## config.mk

```make
export PLATFORM = sky130hd
export DESIGN_NAME = bsg_fsb_node_ls_ctrl_flat
export DESIGN_NICKNAME = d
export VERILOG_FILES = /design/src/rtl/bsg_fsb_node_ls_ctrl_pkg.sv /design/src/rtl/bsg_fsb_node_ls_ctrl_if.sv /design/src/rtl/bsg_fsb_node_ls_ctrl_counter.sv /design/src/rtl/bsg_fsb_node_ls_ctrl.sv /design/src/flat_wrapper.sv
export SDC_FILE = /design/constraint.sdc
export NUM_CORES = 1
export LEC_CHECK = 0
export ABC_AREA = 1
export ABC_CLOCK_PERIOD_IN_PS = 2080
export CORE_MARGIN = 2
export CORE_UTILIZATION = 25
export CTS_CLUSTER_DIAMETER = 50
export CTS_CLUSTER_SIZE = 16
export DETAILED_ROUTE_END_ITERATION = 12
export REMOVE_ABC_BUFFERS = 1
export SYNTH_ARGS = -nofsm -noshare
export SYNTH_HDL_FRONTEND = slang
export SYNTH_HIERARCHICAL = 1
export SYNTH_SLANG_ARGS = --single-unit
export TNS_END_PERCENT = 50
```

## constraint.sdc

```tcl
create_clock -name clk_i -period 2.08 [get_ports clk_i]
set_input_delay 0.312 -clock clk_i [delete_from_list [all_inputs] [get_ports clk_i]]
set_output_delay 0.312 -clock clk_i [all_outputs]
set_load 0.005 [all_outputs]
```

## src/rtl/bsg_fsb_node_ls_ctrl_pkg.sv

```systemverilog
// Shared definitions for the FSB node level-shift/isolation controller.
//
// Contents:
//   ls_state_e      3-bit FSM state encoding (also exported on state_o)
//   ls_out_s        bundle of the state-decoded control outputs
//   counter_width   bits needed to hold a count of 0..max_val
//   decode_outputs  state -> isolation/reset/quiesce/on levels
package bsg_fsb_node_ls_ctrl_pkg;

  // Encodings are visible on the debug port, so they are pinned explicitly.
  typedef enum logic [2:0] {
    ST_OFF    = 3'd0,
    ST_SETTLE = 3'd1,
    ST_RESET  = 3'd2,
    ST_RUN    = 3'd3,
    ST_DRAIN  = 3'd4
  } ls_state_e;

  typedef struct packed {
    logic en_ls;
    logic node_reset;
    logic quiesce;
    logic on;
  } ls_out_s;

  // A count that must reach max_val needs ceil(log2(max_val+1)) bits.
  // A zero-width counter is never useful, so one bit is the floor.
  function automatic int counter_width(input int max_val);
    int w;
    w = $clog2(max_val + 1);
    return (w < 1) ? 1 : w;
  endfunction

  // The node is isolated (en_ls=0) in OFF and SETTLE, held in reset everywhere
  // except RUN and DRAIN, and told to quiesce in every state except RUN.
  function automatic ls_out_s decode_outputs(input ls_state_e st);
    ls_out_s o;
    o = '{en_ls: 1'b0, node_reset: 1'b1, quiesce: 1'b1, on: 1'b0};
    case (st)
      ST_RESET: o.en_ls = 1'b1;
      ST_RUN: begin
        o.en_ls      = 1'b1;
        o.node_reset = 1'b0;
        o.quiesce    = 1'b0;
        o.on         = 1'b1;
      end
      ST_DRAIN: begin
        o.en_ls      = 1'b1;
        o.node_reset = 1'b0;
      end
      default: ;
    endcase
    return o;
  endfunction

endpackage

```

## src/rtl/bsg_fsb_node_ls_ctrl_if.sv

```systemverilog
// Link between the sequencer and one node's level-shift/isolation wrapper.
//
// Signals (directions named from the sequencer's point of view):
//   pg_i          node power-good, already synchronized
//   fsb_v_i       node->FSB valid, observed after the shifter
//   node_v_i      FSB->node valid, observed after the shifter
//   en_ls_o       level-shifter enable, 0 = isolated
//   node_reset_o  reset into the node domain
//   quiesce_o     ask node and FSB to stop issuing new packets
//
// Modports:
//   master  the sequencer (bsg_fsb_node_ls_ctrl)
//   slave   the wrapper / node side
interface bsg_fsb_node_ls_ctrl_if;

  logic pg_i;
  logic fsb_v_i;
  logic node_v_i;
  logic en_ls_o;
  logic node_reset_o;
  logic quiesce_o;

  modport master (
    input  pg_i, fsb_v_i, node_v_i,
    output en_ls_o, node_reset_o, quiesce_o
  );

  modport slave (
    output pg_i, fsb_v_i, node_v_i,
    input  en_ls_o, node_reset_o, quiesce_o
  );

endinterface

```

## src/rtl/bsg_fsb_node_ls_ctrl_counter.sv

```systemverilog
// bsg_counter_clear_up: synchronous up-counter with clear and enable.
//
// Ports:
//   clk_i    clock
//   reset_i  synchronous active-high reset, count returns to 0
//   clear_i  synchronous clear, wins over up_i
//   up_i     increment enable
//   count_o  current count, width from counter_width(max_val_p)
//
// The count saturates at max_val_p instead of wrapping, so a stuck
// controller can never alias a long wait into a short one.
module bsg_counter_clear_up
  import bsg_fsb_node_ls_ctrl_pkg::*;
#(
  parameter int max_val_p = 8,
  localparam int width_lp = counter_width(max_val_p)
) (
  input  logic                clk_i,
  input  logic                reset_i,
  input  logic                clear_i,
  input  logic                up_i,
  output logic [width_lp-1:0] count_o
);

  localparam logic [width_lp-1:0] MaxVal = width_lp'(max_val_p);

  logic [width_lp-1:0] count_q;

  // Clear and reset share one path; increment only below the ceiling.
  always_ff @(posedge clk_i) begin
    if (reset_i || clear_i) begin
      count_q <= '0;
    end else if (up_i && (count_q != MaxVal)) begin
      count_q <= count_q + width_lp'(1);
    end
  end

  assign count_o = count_q;

endmodule

```

## src/rtl/bsg_fsb_node_ls_ctrl.sv

```systemverilog
// bsg_fsb_node_ls_ctrl: power-up / power-down sequencer for one FSB node
// behind its level-shift/isolation wrapper. Lives in the always-on domain.
//
// Ports:
//   clk_i, reset_i  clock and synchronous active-high reset
//   up_req_i        level request to power the node up
//   down_req_i      level request to power the node down
//   link            wrapper link (master side): pg/valid in, en_ls/reset/quiesce out
//   on_o            high only while in RUN
//   timeout_o       one-cycle pulse when DRAIN is ended by its timeout
//   fault_o         sticky, power-good was lost while the shifter was enabled
//   state_o         FSM state encoding, for debug
//
// Sequence: OFF -> SETTLE (pg stable) -> RESET (shifter on, node in reset)
// -> RUN -> DRAIN (wait for link idle or timeout) -> OFF.
// All outputs come from flops loaded with the decode of the next state,
// so no input reaches an output combinationally.
module bsg_fsb_node_ls_ctrl
  import bsg_fsb_node_ls_ctrl_pkg::*;
#(
  parameter int settle_cycles_p = 8,
  parameter int reset_cycles_p  = 4,
  parameter int drain_idle_p    = 4,
  parameter int drain_timeout_p = 64
) (
  input  logic                   clk_i,
  input  logic                   reset_i,
  input  logic                   up_req_i,
  input  logic                   down_req_i,
  bsg_fsb_node_ls_ctrl_if.master link,
  output logic                   on_o,
  output logic                   timeout_o,
  output logic                   fault_o,
  output logic [2:0]             state_o
);

  // SETTLE and RESET never overlap, so they share one counter sized for the larger.
  localparam int CntMax = (settle_cycles_p > reset_cycles_p) ? settle_cycles_p : reset_cycles_p;
  localparam int CntW   = counter_width(CntMax);
  localparam int IdleW  = counter_width(drain_idle_p);
  localparam int ToW    = counter_width(drain_timeout_p);

  localparam logic [CntW-1:0]  SettleLast = CntW'(settle_cycles_p - 1);
  localparam logic [CntW-1:0]  ResetLast  = CntW'(reset_cycles_p - 1);
  localparam logic [IdleW-1:0] IdleLast   = IdleW'(drain_idle_p - 1);
  localparam logic [ToW-1:0]   ToLast     = ToW'(drain_timeout_p - 1);

  ls_state_e state_q, state_d;
  ls_out_s   out_q, out_d;
  logic      fault_q, fault_d;
  logic      timeout_q, timeout_d;

  logic [CntW-1:0]  cnt;
  logic [IdleW-1:0] idle_cnt;
  logic [ToW-1:0]   to_cnt;
  logic             cnt_clr, cnt_up;
  logic             idle_clr, idle_up;
  logic             to_clr, to_up;
  logic             traffic;

  assign traffic = link.fsb_v_i | link.node_v_i;

  bsg_counter_clear_up #(.max_val_p(CntMax)) u_main_cnt (
    .clk_i   (clk_i),
    .reset_i (reset_i),
    .clear_i (cnt_clr),
    .up_i    (cnt_up),
    .count_o (cnt)
  );

  bsg_counter_clear_up #(.max_val_p(drain_idle_p)) u_idle_cnt (
    .clk_i   (clk_i),
    .reset_i (reset_i),
    .clear_i (idle_clr),
    .up_i    (idle_up),
    .count_o (idle_cnt)
  );

  bsg_counter_clear_up #(.max_val_p(drain_timeout_p)) u_to_cnt (
    .clk_i   (clk_i),
    .reset_i (reset_i),
    .clear_i (to_clr),
    .up_i    (to_up),
    .count_o (to_cnt)
  );

  // Next-state and counter control. Counters default to cleared so every
  // state that does not own a counter keeps it at zero, and each state entry
  // starts from a clean count. pg loss with the shifter enabled is checked
  // first in RESET/RUN/DRAIN because it must override any request.
  always_comb begin
    state_d   = state_q;
    fault_d   = fault_q;
    timeout_d = 1'b0;
    cnt_clr   = 1'b1;
    cnt_up    = 1'b0;
    idle_clr  = 1'b1;
    idle_up   = 1'b0;
    to_clr    = 1'b1;
    to_up     = 1'b0;

    unique case (state_q)
      ST_OFF: begin
        if (up_req_i && link.pg_i) begin
          state_d = ST_SETTLE;
        end
      end

      ST_SETTLE: begin
        cnt_clr = 1'b0;
        if (down_req_i && !up_req_i) begin
          state_d = ST_OFF;
          cnt_clr = 1'b1;
        end else if (!link.pg_i) begin
          cnt_clr = 1'b1;
        end else if (cnt == SettleLast) begin
          state_d = ST_RESET;
          cnt_clr = 1'b1;
        end else begin
          cnt_up = 1'b1;
        end
      end

      ST_RESET: begin
        cnt_clr = 1'b0;
        if (!link.pg_i) begin
          state_d = ST_OFF;
          fault_d = 1'b1;
          cnt_clr = 1'b1;
        end else if (cnt == ResetLast) begin
          state_d = ST_RUN;
          cnt_clr = 1'b1;
        end else begin
          cnt_up = 1'b1;
        end
      end

      ST_RUN: begin
        if (!link.pg_i) begin
          state_d = ST_OFF;
          fault_d = 1'b1;
        end else if (down_req_i) begin
          state_d = ST_DRAIN;
        end
      end

      ST_DRAIN: begin
        idle_clr = 1'b0;
        to_clr   = 1'b0;
        if (!link.pg_i) begin
          state_d  = ST_OFF;
          fault_d  = 1'b1;
          idle_clr = 1'b1;
          to_clr   = 1'b1;
        end else if (!traffic && (idle_cnt == IdleLast)) begin
          state_d  = ST_OFF;
          idle_clr = 1'b1;
          to_clr   = 1'b1;
        end else if (to_cnt == ToLast) begin
          state_d   = ST_OFF;
          timeout_d = 1'b1;
          idle_clr  = 1'b1;
          to_clr    = 1'b1;
        end else begin
          to_up = 1'b1;
          if (traffic) begin
            idle_clr = 1'b1;
          end else begin
            idle_up = 1'b1;
          end
        end
      end

      default: begin
        state_d = ST_OFF;
      end
    endcase
  end

  assign out_d = decode_outputs(state_d);

  // State plus registered outputs. Reset lands directly in the OFF levels
  // without passing through DRAIN, and is the only way to clear fault.
  always_ff @(posedge clk_i) begin
    if (reset_i) begin
      state_q   <= ST_OFF;
      out_q     <= decode_outputs(ST_OFF);
      fault_q   <= 1'b0;
      timeout_q <= 1'b0;
    end else begin
      state_q   <= state_d;
      out_q     <= out_d;
      fault_q   <= fault_d;
      timeout_q <= timeout_d;
    end
  end

  assign link.en_ls_o      = out_q.en_ls;
  assign link.node_reset_o = out_q.node_reset;
  assign link.quiesce_o    = out_q.quiesce;
  assign on_o              = out_q.on;
  assign timeout_o         = timeout_q;
  assign fault_o           = fault_q;
  assign state_o           = state_q;

endmodule

```

## src/flat_wrapper.sv

```systemverilog
// flat-port wrapper written by rule: the top's interface ports become plain ports
module bsg_fsb_node_ls_ctrl_flat import bsg_fsb_node_ls_ctrl_pkg::*;
#(
  parameter int settle_cycles_p = 8,
  parameter int reset_cycles_p  = 4,
  parameter int drain_idle_p    = 4,
  parameter int drain_timeout_p = 64
)
  (clk_i, reset_i, up_req_i, down_req_i, on_o, timeout_o, fault_o, state_o, link_pg_i, link_fsb_v_i, link_node_v_i, link_en_ls_o, link_node_reset_o, link_quiesce_o);
  bsg_fsb_node_ls_ctrl_if link_i ();
  input  logic clk_i;
  input  logic reset_i;
  input  logic up_req_i;
  input  logic down_req_i;
  output logic on_o;
  output logic timeout_o;
  output logic fault_o;
  output logic [2:0] state_o;
  input wire logic [$bits(link_i.pg_i)-1:0] link_pg_i;
  input wire logic [$bits(link_i.fsb_v_i)-1:0] link_fsb_v_i;
  input wire logic [$bits(link_i.node_v_i)-1:0] link_node_v_i;
  output wire logic [$bits(link_i.en_ls_o)-1:0] link_en_ls_o;
  output wire logic [$bits(link_i.node_reset_o)-1:0] link_node_reset_o;
  output wire logic [$bits(link_i.quiesce_o)-1:0] link_quiesce_o;
  assign link_i.pg_i = link_pg_i;
  assign link_i.fsb_v_i = link_fsb_v_i;
  assign link_i.node_v_i = link_node_v_i;
  assign link_en_ls_o = link_i.en_ls_o;
  assign link_node_reset_o = link_i.node_reset_o;
  assign link_quiesce_o = link_i.quiesce_o;
  bsg_fsb_node_ls_ctrl #(.settle_cycles_p(settle_cycles_p), .reset_cycles_p(reset_cycles_p), .drain_idle_p(drain_idle_p), .drain_timeout_p(drain_timeout_p)) u_core (.clk_i(clk_i), .reset_i(reset_i), .up_req_i(up_req_i), .down_req_i(down_req_i), .link(link_i), .on_o(on_o), .timeout_o(timeout_o), .fault_o(fault_o), .state_o(state_o));
endmodule
```

* Word-level counts from Yosys, hierarchy flattened *
Index checks and enable logic that the tools add are counted.

storage, ports and cells
  bits in registers = 23
  input port bits = 7
  output and inout bits = 9
  logic and storage cells = 92

cells by class
  add/sub/neg operators = 3
  equal/unequal tests = 14
  multiplexer cells = 45
  bitwise operators = 3
  reduce and logical (&&, ||, !) cells = 17

operators by type and width
  operator                                                          count
  3-bit 2-to-1 mux                                                  11
  1-bit 2-to-1 mux                                                  30
  3-bit by 2-bit == test with 1-bit output (second input constant)  5
  3-bit case mux with 5 select lines                                1
  7-bit by 1-bit adder with 7-bit output (second input constant)    1
  7-bit by 6-bit == test with 1-bit output (second input constant)  1
  7-bit != test (second input constant)                             1
  3-bit == test (second input constant)                             2
  1-bit logical AND                                                 6
  3-bit OR reduction                                                2
  4-bit by 1-bit adder with 4-bit output (second input constant)    1
  4-bit by 2-bit == test with 1-bit output (second input constant)  1
  4-bit by 3-bit == test with 1-bit output (second input constant)  1
  4-bit != test (second input constant)                             1
  1-bit case mux with 2 select lines                                2
  4-bit OR reduction                                                1
  3-bit by 1-bit adder with 3-bit output (second input constant)    1
  3-bit by 1-bit == test with 1-bit output (second input constant)  1
  3-bit logical NOT                                                 1
  1-bit logical OR                                                  3
  3-bit != test (second input constant)                             1
  1-bit logical NOT                                                 2
  2-bit 2-to-1 mux                                                  1
  1-bit inverter                                                    2
  other kinds (3)                                                   3

* Longest topological paths before layout *
  depth after elaboration = 9
  gate-level depth with buffers = 12

* Cells and area by module *
The synthesis kept the hierarchy.

modules (own cells, without submodules)
  module                                     times used  cells each  area an instance (um^2)  sequential area each (um^2)
  bsg_fsb_node_ls_ctrl                       1           80          531.8                    180.2
  bsg_counter_clear_up at u_core.u_to_cnt    1           68          475.5                    140.1
  bsg_counter_clear_up at u_core.u_main_cnt  1           36          241.5                    80.1
  bsg_counter_clear_up at u_core.u_idle_cnt  1           26          168.9                    60.1

* Worst setup path before layout *
OpenSTA, ideal clock, no wires.

  path kind = reg-to-reg
  from = register u_core.state_q[1], in the netlist u_core/state_o[1]
  to = register u_core.u_main_cnt.count_q[0], in the netlist u_core/u_main_cnt/count_o[0]
  setup time = 0.064 ns
  arrival time = 1.383 ns
  required time = 2.016 ns
  setup slack = 0.633 ns
  cell stages (with the launch flop) = 7
  path buffers = 0
  period minus slack after synthesis = 1.447 ns
  cells stage by stage = dfxtp_1 > nand4_1 > o21ai_0 > inv_1 > nor2_1 > o21ai_0 > nor2_1

on the way
  cells in the longest elaborated chain, start to end = 3

RTL lines
  element                                                                                               line                                source
  start, declared                                                                                       bsg_fsb_node_ls_ctrl.sv:48          ls_state_e state_q, state_d;
  start signal, assigned                                                                                bsg_fsb_node_ls_ctrl.sv:191         state_q <= state_d;
  3-bit by 2-bit == test with 1-bit output or 3-bit by 1-bit == test with 1-bit output (tied branches)  bsg_fsb_node_ls_ctrl.sv:102         unique case (state_q)
  1-bit case mux with 2 select lines *                                                                  bsg_fsb_node_ls_ctrl.sv:102
  via u_core.cnt_up                                                                                     bsg_fsb_node_ls_ctrl.sv:56          logic cnt_clr, cnt_up;
  1-bit logical AND *                                                                                   bsg_fsb_node_ls_ctrl_counter.sv:33  end else if (up_i && (count_q != MaxVal)) begin
  end signal, assigned                                                                                  bsg_fsb_node_ls_ctrl_counter.sv:34  count_q <= count_q + width_lp'(1);
  end, declared                                                                                         bsg_fsb_node_ls_ctrl_counter.sv:27  logic [width_lp-1:0] count_q;

The timed path passes the listed nets; every way through them passes the cells marked *.
A chain may end at the register's enable or synchronous reset.

* Final worst setup path *
  from = input port link_pg_i
  to = register u_core.u_to_cnt.count_q[3], in the netlist u_core/u_to_cnt/count_o[3]

on the way
  cells in the longest elaborated chain, start to end = 3

RTL lines
  element               line                                source
  start, declared       flat_wrapper.sv:19                  input wire logic [$bits(link_i.pg_i)-1:0] link_pg_i;
  1-bit 2-to-1 mux      bsg_fsb_node_ls_ctrl.sv:150         if (!link.pg_i) begin
  1-bit 2-to-1 mux      bsg_fsb_node_ls_ctrl.sv:102
  via u_core.to_clr     bsg_fsb_node_ls_ctrl.sv:58          logic to_clr, to_up;
  1-bit logical OR      bsg_fsb_node_ls_ctrl_counter.sv:31  if (reset_i || clear_i) begin
  end signal, assigned  bsg_fsb_node_ls_ctrl_counter.sv:34
  end, declared         bsg_fsb_node_ls_ctrl_counter.sv:27

The timed path passes the listed nets, and every way through them passes these cells.

==> impl_metrics.env <==
export IMPL_drive_above_1_share_pct=13.48
export IMPL_clockPowerShare_pct=36.6
export IMPL_track_usage_pct=9.644
export IMPL_synthCells=210
export IMPL_diodes=0
export IMPL_switching_share_pct=21.89
export IMPL_p_int_uw=598.6
export IMPL_yosys_area_top_type_share_pct=32.48
export IMPL_seqPwrFrac_pct=57.9
export IMPL_wl_per_cell_um=9.166
export IMPL_p_switching_uw=167.7
export IMPL_pwr_share_comb_pct=5.5
export IMPL_final_common_cell="nand2_1"
export IMPL_critPathArrivalTime_ns=1.91
export IMPL_p_leak_nw=0.6653
export IMPL_avgSynthCellArea_um2=6.751
export IMPL_clkSlewWorstSetupHoldPaths_ns=0.08
export IMPL_min_period_over_period_pct=82.45
export IMPL_fin_crit_ns=1.715
export IMPL_slew_headroom_pct=71.12
export IMPL_start_util_pct=25.74
export IMPL_gp_congestion=0.8009
export IMPL_seq_area_um2=460.4
export IMPL_stdcell_area_um2=1699
export IMPL_hold_violations=0
export IMPL_antenna_found_initial=0
export IMPL_critical_path_class="in2reg"
export IMPL_h_tree_depth=1
export IMPL_multi_input_area_um2=773.2
export IMPL_synthesis_area_um2=1418
export IMPL_fillCellCount=594
export IMPL_ioPinCount=16
export IMPL_worst_slew_pin_slew_ns=0.4319
export IMPL_yosysTopAreaCell="dfxtp_1"
export IMPL_dp_cells=298
export IMPL_path_max_fanout=6
export IMPL_die_w_um=79.30
export IMPL_clk_latency_ns=0.26
export IMPL_hold_ws_ns=0.4840
export IMPL_viasPerCell=4.275
export IMPL_crit_slowest_cell="clkdlybuf4s50_1"
export IMPL_r2r_slack_ns=0.56
export IMPL_rsz0062_at_grt="no"
export IMPL_cts_tree="built"
export IMPL_grt_pass1_vias=1128
export IMPL_fmax_mhz=583.1
export IMPL_drcViolationCount=0
export IMPL_power_density_nw_per_um2=451.0
export IMPL_setup_viol=0
export IMPL_start_kind="primary input"
export IMPL_critPathRequiredTime_ns=2.28
export IMPL_cts_path_max_buffers=2
export IMPL_status="completed"
export IMPL_cts_buffers=3
export IMPL_crit_path_cell_trace="clkdlybuf4s50_1 > nand2_4 > nor3_2 > nand3_2 > nor2_1 > inv_1 > a21oi_1"
export IMPL_fin_cells=302
export IMPL_total_power_uw=766.3
export IMPL_grt_pass1_wl_mm=4.885
export IMPL_netlist_top_cells_area="dfxtp_1, nand2_1, inv_1"
export IMPL_hold_buffers=0
export IMPL_cts_sinks=23
export IMPL_firstDrtPassIters=4
export IMPL_pre_cts_ws_ns=0.08347
export IMPL_min_path_type="reg2reg"
export IMPL_drt_iter0_drc=52
export IMPL_synth_cell_types=25
export IMPL_fin_nets=244
export IMPL_drv_slew=0
export IMPL_skew_ns=0.003003
export IMPL_yosys_warnings=6
export IMPL_ys_seq_area_share_pct=32.48
export IMPL_drt_total_wl_mm=2.768
export IMPL_tns_ns=0
export IMPL_post_route_util_pct=30.86
export IMPL_die_area_um2=6288
export IMPL_place_area_um2=1654
export IMPL_critPathMaxStageDelay_ns=0.62
export IMPL_port_buffers=15
export IMPL_rows=27
export IMPL_place_hpwl_mm=2.177
export IMPL_coreArea_um2=5507
export IMPL_grt_overflow_total=0
export IMPL_synth_seq_cells=23
export IMPL_postRouteAntennaNets=0
export IMPL_peakVddDrop_uv=275.0
export IMPL_area_growth_pct=19.86
export IMPL_critPathTopFamily="buffers and inverters"
export IMPL_die_h_um=79.30
export IMPL_cts_resized_gates=0
export IMPL_end_kind="flop"
export IMPL_cts_root_buf="clkbuf_8"
export IMPL_layout_setup_ws_ns=0.3650
export IMPL_layout_common_cells="nand2_1, inv_1, nor2_1"
export IMPL_cp_buffers_inverters=2
export IMPL_vias=1291
export IMPL_cap_violations=0
export IMPL_grt_max_degree=13
export IMPL_post_cts_buffers=0
[cell usage after synthesis (all sizes together)]
library cell / number
o21ai: 6
dfxtp: 23
nor2: 41
ha: 6
nand4: 8
nand3: 19
xor2: 1
buf: 4
nor3: 4
clkinv: 1
inv: 37
o211ai: 1
nand2: 51
a21oi: 7
a21boi: 1
[metal layers]
metal	wire length, um	global-route usage, %	up-vias	share of wire, %
met5	0	0	-	0
met4	21	2.586	0	0.76
met3	87	2.386	2	3.1
met2	1275	15.85	19	46
met1	1383	12.58	577	50
li1	-	-	693	-
[flip-flops by register name (all words and copies together), names as in the netlist]
name	flops
u_core/link.node_reset_o	1
u_core/u_to_cnt/count_o	7
u_core/state_o	3
u_core/on_o	1
u_core/u_main_cnt/count_o	4
u_core/link.en_ls_o	1
u_core/u_idle_cnt/count_o	3
u_core/link.quiesce_o	1
u_core/timeout_o	1
u_core/fault_o	1
[area by class of cell]
cell class,count,area share [%]
tap,72,5.302
timing repair buffer,20,11.05
clock buffer,4,2.651
inverter,38,8.395
sequential,23,27.10
multi-input combinational,145,45.51
[logic make-up (layout without fill, tap and decap cells)]
kind of cell             count (synthesis)  count (layout)  synth area share (%)
AO/OA/AOI/OAI                           15              15                 5.913
XOR/XNOR                                 1               1                0.6179
adder cells (fa/ha/maj)                  6               6                 5.296
buffers and inverters                   42              62                 12.97
flip-flops                              23              23                 32.48
AND/OR/NAND/NOR                        123             123                 42.72
[worst register-to-register path: stages, from the launching register on]
cell      delay [ns]
dfxtp_1         0.38
nor2_1          0.16
nand2_1         0.08
nor2_2          0.14
o211ai_1        0.10
o21ai_0         0.11
buf_4           0.18
nand2_2         0.07
o21ai_0         0.14
nor2_1          0.06
[final timing paths]
path	to	startpoint	depth (start not counted)
max	u_core/u_to_cnt/count_o[3]	link_pg_i	7
min	u_core/fault_o	u_core/fault_o	2
max reg2reg	u_core/u_main_cnt/count_o[0]	u_core/state_o[1]	9
min reg2reg	u_core/fault_o	u_core/fault_o	2
[power by group through the flow]
stage               clock (mW)  sequential, mW  combinational, mW
finish                   0.280           0.444             0.0424
global route             0.308           0.444             0.0468
CTS                      0.293           0.444             0.0428
detailed placement           0           0.454             0.0426
global placement             0           0.454             0.0423
floorplan                    0           0.454             0.0166
No activity file was read; power rests on OpenSTA's default activity.
